### config.mk
export PLATFORM = sky130hd
export DESIGN_NAME = imem_loader_flat
export DESIGN_NICKNAME = d
export VERILOG_FILES = /design/src/rtl/imem_loader_if.sv /design/src/rtl/imem_loader.sv /design/src/flat_wrapper.sv
export SDC_FILE = /design/constraint.sdc
export NUM_CORES = 1
export LEC_CHECK = 0
export ABC_AREA = 1
export ABC_CLOCK_PERIOD_IN_PS = 4500
export CAP_MARGIN = 20
export CORE_ASPECT_RATIO = 0.9
export CORE_MARGIN = 1.5
export CORE_UTILIZATION = 45
export DETAILED_ROUTE_END_ITERATION = 10
export HOLD_SLACK_MARGIN = 0.1
export PLACE_DENSITY_LB_ADDON = 0.08
export SYNTH_ARGS = -nofsm -noshare
export SYNTH_HDL_FRONTEND = slang
export SYNTH_SLANG_ARGS = --single-unit
export TNS_END_PERCENT = 20
### constraint.sdc
create_clock -name clk -period 4.5 [get_ports clk]
set_clock_uncertainty 0.2 [all_clocks]
set_input_delay 0.9 -clock clk [delete_from_list [all_inputs] [get_ports clk]]
set_output_delay 0.9 -clock clk [all_outputs]
set_load 0.005 [all_outputs]
### src/rtl/imem_loader_if.sv
// Byte-stream input and imem write port of the instruction-memory loader.
// A byte moves on every rising edge where byte_valid and byte_ready are both 1;
// the source holds byte_data stable while byte_valid waits, and ready never depends on valid.
interface imem_loader_if #(
  parameter int ADDR_W = 8
);
  logic              byte_valid;
  logic [7:0]        byte_data;
  logic              byte_ready;
  logic              imem_we;
  logic [ADDR_W-1:0] imem_waddr;
  logic [15:0]       imem_wdata;

  modport master (
    output byte_valid, byte_data,
    input  byte_ready, imem_we, imem_waddr, imem_wdata
  );

  modport slave (
    input  byte_valid, byte_data,
    output byte_ready, imem_we, imem_waddr, imem_wdata
  );
endinterface

### src/rtl/imem_loader.sv
// Loads a COUNT / 2N data bytes / CSUM image into instruction memory and
// keeps the core in reset until an image with a matching checksum has landed.
module imem_loader #(
  parameter int ADDR_W  = 8,
  parameter int TIMEOUT = 1024
) (
  input  logic                clk,
  input  logic                rst,
  input  logic                start,
  imem_loader_if.slave        bus,
  output logic                cpu_hold,
  output logic                busy,
  output logic                done,
  output logic                err,
  output logic [2:0]          state_dbg
);

  typedef enum logic [2:0] {
    S_IDLE  = 3'd0,
    S_COUNT = 3'd1,
    S_HI    = 3'd2,
    S_LO    = 3'd3,
    S_WRITE = 3'd4,
    S_CSUM  = 3'd5,
    S_DONE  = 3'd6,
    S_ERR   = 3'd7
  } state_t;

  typedef struct packed {
    logic ready;
    logic busy;
    logic hold;
    logic done;
    logic err;
  } flags_t;

  localparam int TW = (TIMEOUT < 2) ? 1 : $clog2(TIMEOUT + 1);
  localparam logic [TW-1:0] TLAST = (TIMEOUT > 0) ? TW'(TIMEOUT - 1) : '0;

  // Status outputs are a pure function of the state being entered, so every
  // transition loads them together with the state register.
  function automatic flags_t flags(input state_t s);
    flags_t f;
    f.ready = (s == S_COUNT) || (s == S_HI) || (s == S_LO) || (s == S_CSUM);
    f.busy  = f.ready || (s == S_WRITE);
    f.hold  = (s != S_DONE);
    f.done  = (s == S_DONE);
    f.err   = (s == S_ERR);
    return f;
  endfunction

  state_t            state;
  flags_t            fl;
  logic              we;
  logic [ADDR_W-1:0] addr;
  logic [15:0]       wdata;
  logic [7:0]        nwords;
  logic [7:0]        wcnt;
  logic [7:0]        hi;
  logic [7:0]        sum;
  logic [TW-1:0]     tcnt;
  logic              accept;
  logic              timed_out;

  assign accept    = bus.byte_valid && fl.ready;
  assign timed_out = (TIMEOUT != 0) && fl.ready && !accept && (tcnt == TLAST);

  always_ff @(posedge clk or negedge rst) begin
    if (!rst) begin
      state  <= S_IDLE;
      fl     <= flags(S_IDLE);
      we     <= 1'b0;
      addr   <= '0;
      wdata  <= '0;
      nwords <= '0;
      wcnt   <= '0;
      hi     <= '0;
      sum    <= '0;
      tcnt   <= '0;
    end else begin
      we <= 1'b0;
      if (fl.ready) begin
        tcnt <= accept ? '0 : tcnt + TW'(1);
      end
      if (timed_out) begin
        state <= S_ERR;
        fl    <= flags(S_ERR);
      end else begin
        case (state)
          S_IDLE, S_DONE, S_ERR: begin
            if (start) begin
              state <= S_COUNT;
              fl    <= flags(S_COUNT);
              addr  <= '0;
              sum   <= '0;
              wcnt  <= '0;
              tcnt  <= '0;
            end
          end
          S_COUNT: begin
            if (accept) begin
              if (bus.byte_data == 8'd0) begin
                state <= S_ERR;
                fl    <= flags(S_ERR);
              end else begin
                nwords <= bus.byte_data;
                state  <= S_HI;
                fl     <= flags(S_HI);
              end
            end
          end
          S_HI: begin
            if (accept) begin
              hi    <= bus.byte_data;
              sum   <= sum + bus.byte_data;
              state <= S_LO;
              fl    <= flags(S_LO);
            end
          end
          S_LO: begin
            if (accept) begin
              wdata <= {hi, bus.byte_data};
              sum   <= sum + bus.byte_data;
              we    <= 1'b1;
              state <= S_WRITE;
              fl    <= flags(S_WRITE);
            end
          end
          S_WRITE: begin
            addr <= addr + ADDR_W'(1);
            wcnt <= wcnt + 8'd1;
            if ((wcnt + 8'd1) == nwords) begin
              state <= S_CSUM;
              fl    <= flags(S_CSUM);
            end else begin
              state <= S_HI;
              fl    <= flags(S_HI);
            end
          end
          S_CSUM: begin
            if (accept) begin
              state <= (bus.byte_data == sum) ? S_DONE : S_ERR;
              fl    <= flags((bus.byte_data == sum) ? S_DONE : S_ERR);
            end
          end
          default: begin
            state <= S_IDLE;
            fl    <= flags(S_IDLE);
          end
        endcase
      end
    end
  end

  assign bus.byte_ready = fl.ready;
  assign bus.imem_we    = we;
  assign bus.imem_waddr = addr;
  assign bus.imem_wdata = wdata;
  assign cpu_hold       = fl.hold;
  assign busy           = fl.busy;
  assign done           = fl.done;
  assign err            = fl.err;
  assign state_dbg      = state;

endmodule

### src/flat_wrapper.sv
// flat-port wrapper written by rule: the top's interface ports become plain ports
module imem_loader_flat 
#(
  parameter int ADDR_W  = 8,
  parameter int TIMEOUT = 1024
)
  (clk, rst, start, cpu_hold, busy, done, err, state_dbg, bus_byte_valid, bus_byte_data, bus_byte_ready, bus_imem_we, bus_imem_waddr, bus_imem_wdata);
  imem_loader_if #(.ADDR_W(ADDR_W)) bus_i ();
  input  logic clk;
  input  logic rst;
  input  logic start;
  output logic cpu_hold;
  output logic busy;
  output logic done;
  output logic err;
  output logic [2:0] state_dbg;
  input wire logic [$bits(bus_i.byte_valid)-1:0] bus_byte_valid;
  input wire logic [$bits(bus_i.byte_data)-1:0] bus_byte_data;
  output wire logic [$bits(bus_i.byte_ready)-1:0] bus_byte_ready;
  output wire logic [$bits(bus_i.imem_we)-1:0] bus_imem_we;
  output wire logic [$bits(bus_i.imem_waddr)-1:0] bus_imem_waddr;
  output wire logic [$bits(bus_i.imem_wdata)-1:0] bus_imem_wdata;
  assign bus_i.byte_valid = bus_byte_valid;
  assign bus_i.byte_data = bus_byte_data;
  assign bus_byte_ready = bus_i.byte_ready;
  assign bus_imem_we = bus_i.imem_we;
  assign bus_imem_waddr = bus_i.imem_waddr;
  assign bus_imem_wdata = bus_i.imem_wdata;
  imem_loader #(.ADDR_W(ADDR_W), .TIMEOUT(TIMEOUT)) u_core (.clk(clk), .rst(rst), .start(start), .bus(bus_i), .cpu_hold(cpu_hold), .busy(busy), .done(done), .err(err), .state_dbg(state_dbg));
endmodule
==> impl_metrics.ini <==
[pwr]
cellPowerDensity_mw_per_mm2 = 579
seq_power_share_pct = 37.9
p_int_mw = 1.73
p_comb_share_pct = 39.2
p_switching_mw = 1.06
power_frac_clock_pct = 22.9
switching_share_pct = 37.9
p_leak_nw = 2.29
total_power_mw = 2.79
vdd_drop_max_mv = 0.232

[detailed_routing]
drc = 0
route.detailed.wl_per_inst_um = 13.5
viasPerCell = 5.02
vias = 3409
finalWirelength_mm = 9.19
drtPass1Iterations = 4
first_iter_violations = 138
ant_nets = 0

[sta]
fin_hold_ws_ns = 0.254
rsz0062_at_grt = false
hold_violations = 0
slew_viol_final = 0
period_share_pct = 61.8
setup_violations = 0
setup_ws_ns = 1.72
period_needed_ns = 2.78
fmaxAchievable_mhz = 360
max-slew-margin-rel_pct = 42.2
tns_ns = 0
tightest_slew_ns = 0.863

[finish]
final_cell_mix = nand2_1 (155), dfrtp_1 (75), inv_1 (57), o21ai_0 (44), clkdlybuf4s50_1 (43)
mostFrequentLayoutCell = nand2_1
utilization_pct = 55.9
instances_no_fill = 679
area_growth_pct = 20.2
multiInputGateArea_sq_mm = 0.00181
nNetsFinal = 578
fin_area_sq_mm = 0.00481
drive_above_1_share_pct = 8.39
diodes = 0
fillCellCount = 831
regArea_sq_mm = 0.00190

[logic_synthesis]
netlist_instances = 506
ys.warnings.count = 0
synth_area_leaders = dfrtp_1 (47%), nand2_1 (15%), o21ai_0 (5.5%)
syn_avg_cell_area_sq_um = 7.91
synth-edff-count = 0
synth_top_flop_cell = dfrtp_1
ys_types = 38
syn_area_sq_mm = 0.00400
synth_nets = 529
synth_area_leader_cell = dfrtp_1
synthArstFlopShare_pct = 100
synth_top_area_share_pct = 46.9
ys_ff_latch = 76
ys_seq_area_share_pct = 47.5

[setup_path]
slowest_delay_ns = 0.52
worst-path-max-fanout = 3
critPathKind = in2reg
crit_start = bus_byte_data[0]
startpoint_type = input port
worstPathRequired_ns = 4.55
cp-endpoint = u_core.sum[6]
end_kind = flip-flop
worstPathCellList = clkdlybuf4s50_1 -> ha_1 -> inv_1 -> fa_1 -> o21ai_0 -> nand2_1 -> nand2_1 -> a21oi_1 -> xor2_1 -> nand2_1 -> nand2_1
worstPathArrival_ns = 2.83
cp_slowest_cell = clkdlybuf4s50_1
r2r_end = u_core.wcnt[2]
rrSetupSlack_ns = 2.28
path_common_cell = nand2_1
r2r_start = u_core.state_dbg[2]
worstRegToRegCells = 8

[floorplan]
die_h_um = 92.5
rows = 32
ioPinCount = 45
initial_utilization_pct = 46.5
die-area_sq_mm = 0.00947
core_sq_mm = 0.00861
die_x_um = 102

[global_routing]
grt_max_degree = 77
grt.total_usage_pct = 21.5
antenna_found_initial = 0
grt_pass1_vias = 3299
grt_pass1_wl_mm = 15.7
overflow = 0

[clock_tree]
cts_tree = done
clock_latency_ns = 0.36
postCtsSetupBuffers = 0
cts_hold_buf = 0
cts_max_level = 3
cts_made_buffers = 9
cts_sinks = 76
clockBufferDepth = 2
clkTransAtPathRegs_ns = 0.08
ctsResizeCount = 0
cts-root-buf = clkbuf_8

[flow_run]
cap_violations = 0

[status]
status = complete, no violations

[worst_hold_path]
hp-class = in2async

[place]
placed_cell_area_sq_mm = 0.00455
hpwl_mm = 6.79
dp_slack_ns = 1.36
port_buffers = 44
gp_congestion = 0.878
dp.cells = 662
sequential cells by signal, summed over array words and instances, names as in the netlist:
register               cells
u_core.bus.byte_ready      1
u_core.err                 1
u_core.nwords              8
u_core.hi                  8
u_core.busy                1
u_core.bus.imem_we         1
u_core.tcnt               11
u_core.bus.imem_wdata     16
u_core.bus.imem_waddr      8
u_core.state_dbg           3
u_core.sum                 8
u_core.done                1
u_core.cpu_hold            1
u_core.wcnt                8
critical path: cells and delay by family:
| kind | cells | cell delay [ns] |
|---|---|---|
| buf+inv | 2 | 0.58 |
| fa+ha+maj | 2 | 0.57 |
| compound gates | 2 | 0.39 |
| xor+xnor | 1 | 0.14 |
| simple gates | 4 | 0.26 |
worst min-delay path by stage:
stage,depth (start not counted),startpoint,to
after floorplan,2,u_core.sum[0],u_core.sum[0]
after global placement,2,u_core.bus.imem_wdata[8],u_core.bus.imem_wdata[8]
after detailed placement,2,u_core.bus.imem_wdata[12],u_core.bus.imem_wdata[12]
after CTS,2,u_core.bus.imem_wdata[12],u_core.bus.imem_wdata[12]
after global routing,1,rst,u_core.bus.imem_wdata[8]
final,1,rst,u_core.bus.imem_waddr[7]
power groups by stage:
stage | Sequential, mW | Clock (mW) | Combinational, mW
floorplan | 1.03 | 0 | 0.732
global placement | 1.07 | 0 | 1.10
detailed placement | 1.07 | 0 | 1.10
CTS | 1.06 | 0.650 | 1.10
global route | 1.09 | 0.681 | 1.25
finish | 1.06 | 0.638 | 1.09
kinds of logic (layout without fill, tap and decap cells):
family | count (synthesis) | after routing | synth area share, %
AND/OR/NAND/NOR | 260 | 260 | 28.6
buffers and inverters | 72 | 126 | 7.22
XOR/XNOR | 14 | 14 | 3.06
adder cells (fa/ha/maj) | 11 | 11 | 3.63
flip-flops | 76 | 76 | 47.5
AO/OA/AOI/OAI | 73 | 73 | 10.0
cells in the mapped netlist (2+ instances only):
cell type and number:
a21oi_1 17, buf_2 3, buf_4 2, dfrtp_1 75, ha_1 10, inv_1 57, inv_2 8, nand2_1 155
nand2_2 2, nand2_4 2, nand3_1 30, nand4_1 11, nor2_1 38, nor2_2 5, nor2_4 5, nor3_1 6
o21ai_0 44, o21ai_1 3, or2_2 2, xnor2_1 2, xor2_1 12
layer usage:
| metal | routed length [um] | share of wire, % | up-vias | global-route usage (%) |
|---|---|---|---|---|
| met4 | 175 | 1.9 | 0 | 6.96 |
| li1 | - | - | 1725 | - |
| met1 | 4600 | 50 | 1599 | 29.9 |
| met5 | 0 | 0 | - | 0 |
| met3 | 330 | 3.6 | 13 | 5.96 |
| met2 | 4090 | 44 | 72 | 32.2 |
final cells by class:
class	count	area share [%]
timing repair buffer	45	9.67
inverter	65	5.07
multi-input combinational	358	37.6
clock inverter	6	2.31
clock buffer	10	2.65
sequential	76	39.5
tap	119	3.09
(Power assumes the default switching activity.)
==> edit 1 (same flow settings) <==
`ADDR_W` is set to 8 in 3 places; all go to 10.
--- a/src/rtl/imem_loader_if.sv
+++ b/src/rtl/imem_loader_if.sv
@@ -2,7 +2,7 @@
 // A byte moves on every rising edge where byte_valid and byte_ready are both 1;
 // the source holds byte_data stable while byte_valid waits, and ready never depends on valid.
 interface imem_loader_if #(
-  parameter int ADDR_W = 8
+  parameter int ADDR_W = 10
 );
   logic              byte_valid;
   logic [7:0]        byte_data;
--- a/src/rtl/imem_loader.sv
+++ b/src/rtl/imem_loader.sv
@@ -1,7 +1,7 @@
 // Loads a COUNT / 2N data bytes / CSUM image into instruction memory and
 // keeps the core in reset until an image with a matching checksum has landed.
 module imem_loader #(
-  parameter int ADDR_W  = 8,
+  parameter int ADDR_W  = 10,
   parameter int TIMEOUT = 1024
 ) (
   input  logic                clk,
--- a/src/flat_wrapper.sv
+++ b/src/flat_wrapper.sv
@@ -1,7 +1,7 @@
 // flat-port wrapper written by rule: the top's interface ports become plain ports
 module imem_loader_flat 
 #(
-  parameter int ADDR_W  = 8,
+  parameter int ADDR_W  = 10,
   parameter int TIMEOUT = 1024
 )
   (clk, rst, start, cpu_hold, busy, done, err, state_dbg, bus_byte_valid, bus_byte_data, bus_byte_ready, bus_imem_we, bus_imem_waddr, bus_imem_wdata);
Interface: changed (resized bus_imem_waddr); port bits go from 45 to 47. The function was not compared with the original's and may differ.
==> edit 1 against the unedited design <==
  * Total power rose by 1.1%
  * Worst setup slack improved by 0.0034 ns
  * Highest routed layer unchanged
  * Critical endpoint unchanged
  * Final cell count rose by 1.3%
  * Sequential cell count rose by 2
  * Critical path type unchanged
  * Core utilization rose by 0.58 points
  * Final area rose by 2.0%
  * Largest power group unchanged
  * Area after synthesis rose by 2.4%
  * Wire length fell by 5.5%
==> edit 1: results (changes against the unedited design) <==
Run status
The flow ran to the end, and the final reports show no timing, DRC or antenna violations.

Global routing
The global-route wire length before repair was 14.9 mm (-5.0%). The global-route track usage on met3 is 0.0481 (-0.0115). The pin count of the biggest net entering global routing is 79 (+2.6%).

The fraction of met1 tracks used by global routing is 0.259 (-0.0398). The number of global-route vias before repair is 3214 (-2.6%). The aggregate global-route resource usage came to 0.191 (-0.0238). The met2 track demand over resource in global routing is 0.307 (-0.0151).

Final layout
The antenna cell count is 0 (unchanged). The fraction of final layout cells sized beyond drive strength 1 is 0.0685 (-0.0154). The number of non-clock inverters in the layout is 69 (+6.2%). The fraction of area in clock buffers and inverters is 0.0472 (-0.00249).

The fraction of standard cell area that is sequential is 0.398 (+0.00253). The area taken by multi-input logic gates is 1820 um2 (+0.41%). The final net count came to 587 (+1.6%). The non-clock buffer area fraction after layout came to 0.100 (+0.00374). The number of non-clock buffers in the layout is 48 (+6.7%). The final core utilization is 0.565 (+0.00579). The fill cell instance count of the final layout is 827 (-0.48%).

Routing
The met1 routed wirelength after detailed routing is 4.25 mm (-7.5%). The via density per instance is 4.95 (-1.5%). The DRC marker count from the first detailed-route iteration was 113 (-18%). The count of TritonRoute iterations in the first routing pass was 4 (unchanged). The overall via count from detail_route is 3404 (-0.15%). The sum of met2 wire segment lengths after detailed routing was 4.01 mm (-2.0%). The overall routed net length is 8.69 mm (-5.5%).

Worst setup path
The top fanout value on the critical path is 3 (unchanged). The data arrival at the endpoint of the critical path is 2.82 ns (about the same). The top cell family by delay on the critical path is buffers and inverters.

Timing
The worst slew slack as a fraction of its limit came to 0.487 (+0.0646).

CTS
The post-CTS setup buffer count is 0 (unchanged).

Pwr
The clock group total power is 0.604 mW (-5.3%). The cell area power density is 574 nW/um2 (-0.88%). The relative contribution of sequential cells to total power is 0.380 (about the same).

The peak ir drop on the vdd network is 0.264 mV (+14%). The internal power of the cells came to 1.74 mW (+0.44%). The leakage power of the design is 2.33 nW (+1.7%).

Placed design
The cell count after placement is 671 (+1.4%). The post-placement worst setup slack came to 1.37 ns (+0.00649 ns). The HPWL after detailed placement is 6.41 mm (-5.6%).

The final weighted congestion in routability-driven placement was 0.894 (+1.8%). The quantity of I/O buffers inserted on ports was 46 (+4.5%).

Synth
The distinct cell type count of the synthesized netlist is 40 (+5.3%). The sequential-to-total area share from yosys stat came to 0.476 (+0.00118). The XOR/XNOR share of the synthesized area is 0.0256 (-0.00498). The number of synthesized register bits is 78 (+2.6%). The compound-cell area share of the yosys netlist came to 0.0940 (-0.00598).

The adder and majority cell fraction of the synthesized area is 0.0354 (-0.000841). After synthesis, the most frequently instantiated cells are nand2_1, dfrtp_1, inv_1. The net count after synthesis was 537 (+1.5%).

Yosys attributes the largest share of cell area to dfrtp_1, nand2_1, inv_1, o21ai_0, nand3_1. The average instance area after synthesis is 7.97 um2 (+0.78%).

Worst hold path
The type of the most critical hold path is in -> async.
## edit 1: path summary, 6_finish.rpt
path / from / end / slack (ns) / depth (start not counted)
min reg2reg: u_core.hi[0]$_DFFE_PN0P_ / u_core.bus.imem_wdata[8]$_DFFE_PN0P_ / 0.28 / 2
max in group asynchronous: rst / u_core.sum[4]$_DFFE_PN0P_ / 3.34 / 2
max reg2reg: u_core.state_dbg[0]$_DFFE_PN0P_ / u_core.bus.imem_waddr[2]$_DFFE_PN0P_ / 2.15 / 11
min in group clk: u_core.hi[0]$_DFFE_PN0P_ / u_core.bus.imem_wdata[8]$_DFFE_PN0P_ / 0.28 / 2
min: rst / u_core.bus.imem_waddr[8]$_DFFE_PN0P_ / 0.19 / 1
max: bus_byte_data[0] / u_core.sum[6]$_DFFE_PN0P_ / 1.72 / 11
==> edit 2 (same flow settings) <==
Made on the original files. Reset style: synchronous (`rst`), changed in one clocked block.
--- a/src/rtl/imem_loader.sv
+++ b/src/rtl/imem_loader.sv
@@ -65,7 +65,7 @@
   assign accept    = bus.byte_valid && fl.ready;
   assign timed_out = (TIMEOUT != 0) && fl.ready && !accept && (tcnt == TLAST);
 
-  always_ff @(posedge clk or negedge rst) begin
+  always_ff @(posedge clk) begin
     if (!rst) begin
       state  <= S_IDLE;
       fl     <= flags(S_IDLE);
Formal check against the unedited RTL: differs if rst is asserted again (counterexample within 4 cycles, from zero or initial values and one cycle with rst low); with rst held inactive, the same outputs for 10 cycles.
==> edit 2 against the unedited design <==
  * Sequential cell count unchanged
  * Wire length down 4.7%
  * Register-to-register slack better by 0.13 ns
  * Critical path depth up 2
  * Die area down 4.5%
  * Clock power down 22%
  * Total power down 28%
  * Area after synthesis down 4.6%
  * Global-route usage down 0.77 points
  * Count of clock-buffer cells in the layout down 1
  * Worst setup slack worse by 0.18 ns
  * Final area down 6.1%
==> edit 2: results (changes against the unedited design) <==
Run status
The flow ran to the end, and the final reports show no timing, DRC or antenna violations.

Placed design
The post-placement worst setup slack came to 1.20 ns (-0.158 ns). The final weighted congestion in routability-driven placement came to 0.870 (-0.89%). The total placed instance area is 4340 um2 (-4.6%).

Synth
The net count after synthesis was 549 (+3.8%). The sequential-to-total area share from yosys stat is 0.398 (-0.0770). Among all flip-flop cells after synthesis, the most frequent one is dfxtp_1. The adder and majority cell fraction of the synthesized area was 0.0380 (+0.00175). The distinct cell type count of the synthesized netlist was 37 (-2.6%). By area the synthesized netlist is led by dfxtp_1, nor2_1, nand2_1, inv_1, a21oi_1. The mux contribution to synthesized area is 0.00524 (+0.00524). The commonest cells after synthesis are nor2_1, nand2_1, dfxtp_1.

The proportion of register bits with asynchronous set or reset after synthesis is 0 (-1.00). The XOR/XNOR share of the synthesized area is 0.0298 (-0.000818).

Pwr
The proportion of total power due to net switching was 0.399 (+0.0192). The cell area power density came to 446 nW/um2 (-23%). The switching power summed over all nets is 0.803 mW (-24%). The relative contribution of sequential cells to total power is 0.409 (+0.030).

The peak ir drop on the vdd network is 0.320 mV (+38%).

Global routing
The pin count of the biggest net entering global routing is 36 (-53%). The number of global-route vias before repair is 3130 (-5.1%). The global-route wire length before repair is 15.0 mm (-4.8%).

Routing
The overall routed net length is 8.76 mm (-4.7%). The DRC marker count from the first detailed-route iteration is 103 (-25%). The via density per instance came to 4.99 (-0.70%).

Final layout
The number of non-clock inverters in the layout is 60 (-7.7%). The multi-input gate count is 380 (+6.1%). The fill cell instance count of the final layout is 794 (-4.5%). The fraction of standard cell area that is sequential is 0.337 (-0.0589). The final net count is 596 (+3.1%). The fraction of final layout cells sized beyond drive strength 1 is 0.0952 (+0.0112).

The number of non-clock buffers in the layout came to 46 (+2.2%).

Worst hold path
The min-delay analysis places its worst path in the category reg -> reg.

Worst setup path
The most critical setup path has its endpoint at u_core.sum[6]$_SDFFE_PN0P_. The data arrival at the endpoint of the critical path is 3.05 ns (+0.22 ns). The top fanout value on the critical path is 5 (+2).

The biggest cell delay along the critical path is 0.61 ns (+0.09 ns). The setup slack of the worst register-to-register path is 2.41 ns (+0.13 ns).

Timing
The worst path setup slack after routing is 1.54 ns (-0.179 ns). The worst slew slack as a fraction of its limit is 0.608 (+0.186).
## edit 2: worst max-delay path: cells and delay by family
kind            cells  cell delay (ns)
compound gates      3             0.41
buf+inv             2             0.66
simple gates        6             0.46
fa+ha+maj           2             0.60
## edit 2: stage by stage
| stage | cells | hold slack (ns) |
|---|---|---|
| 4_1_cts | 677 | 0.264 |
| 3_3_place_gp | 661 | 0.249 |
| 2_1_floorplan | 526 | 0.236 |
| 3_5_place_dp | 661 | 0.252 |
| 5_1_grt | 677 | 0.279 |
| 6_report | 677 | 0.262 |
## edit 2: routing by layer
layer	up-vias	global-route usage	wire length (um)
met3	7	0.0495	356
met1	1515	0.310	4600
li1	1804	-	-
met4	0	0.0540	91
met2	49	0.295	3720
met5	-	0	0
## edit 2: logic make-up after synthesis
| group | after synthesis |
|---|---|
| muxes | 2 |
| adders and majority gates | 11 |
| xor gates and xnor gates | 13 |
| and+or+nand+nor | 269 |
| buffers and inverters | 70 |
| AOI/OAI and AO/OA | 85 |
| DFF | 76 |
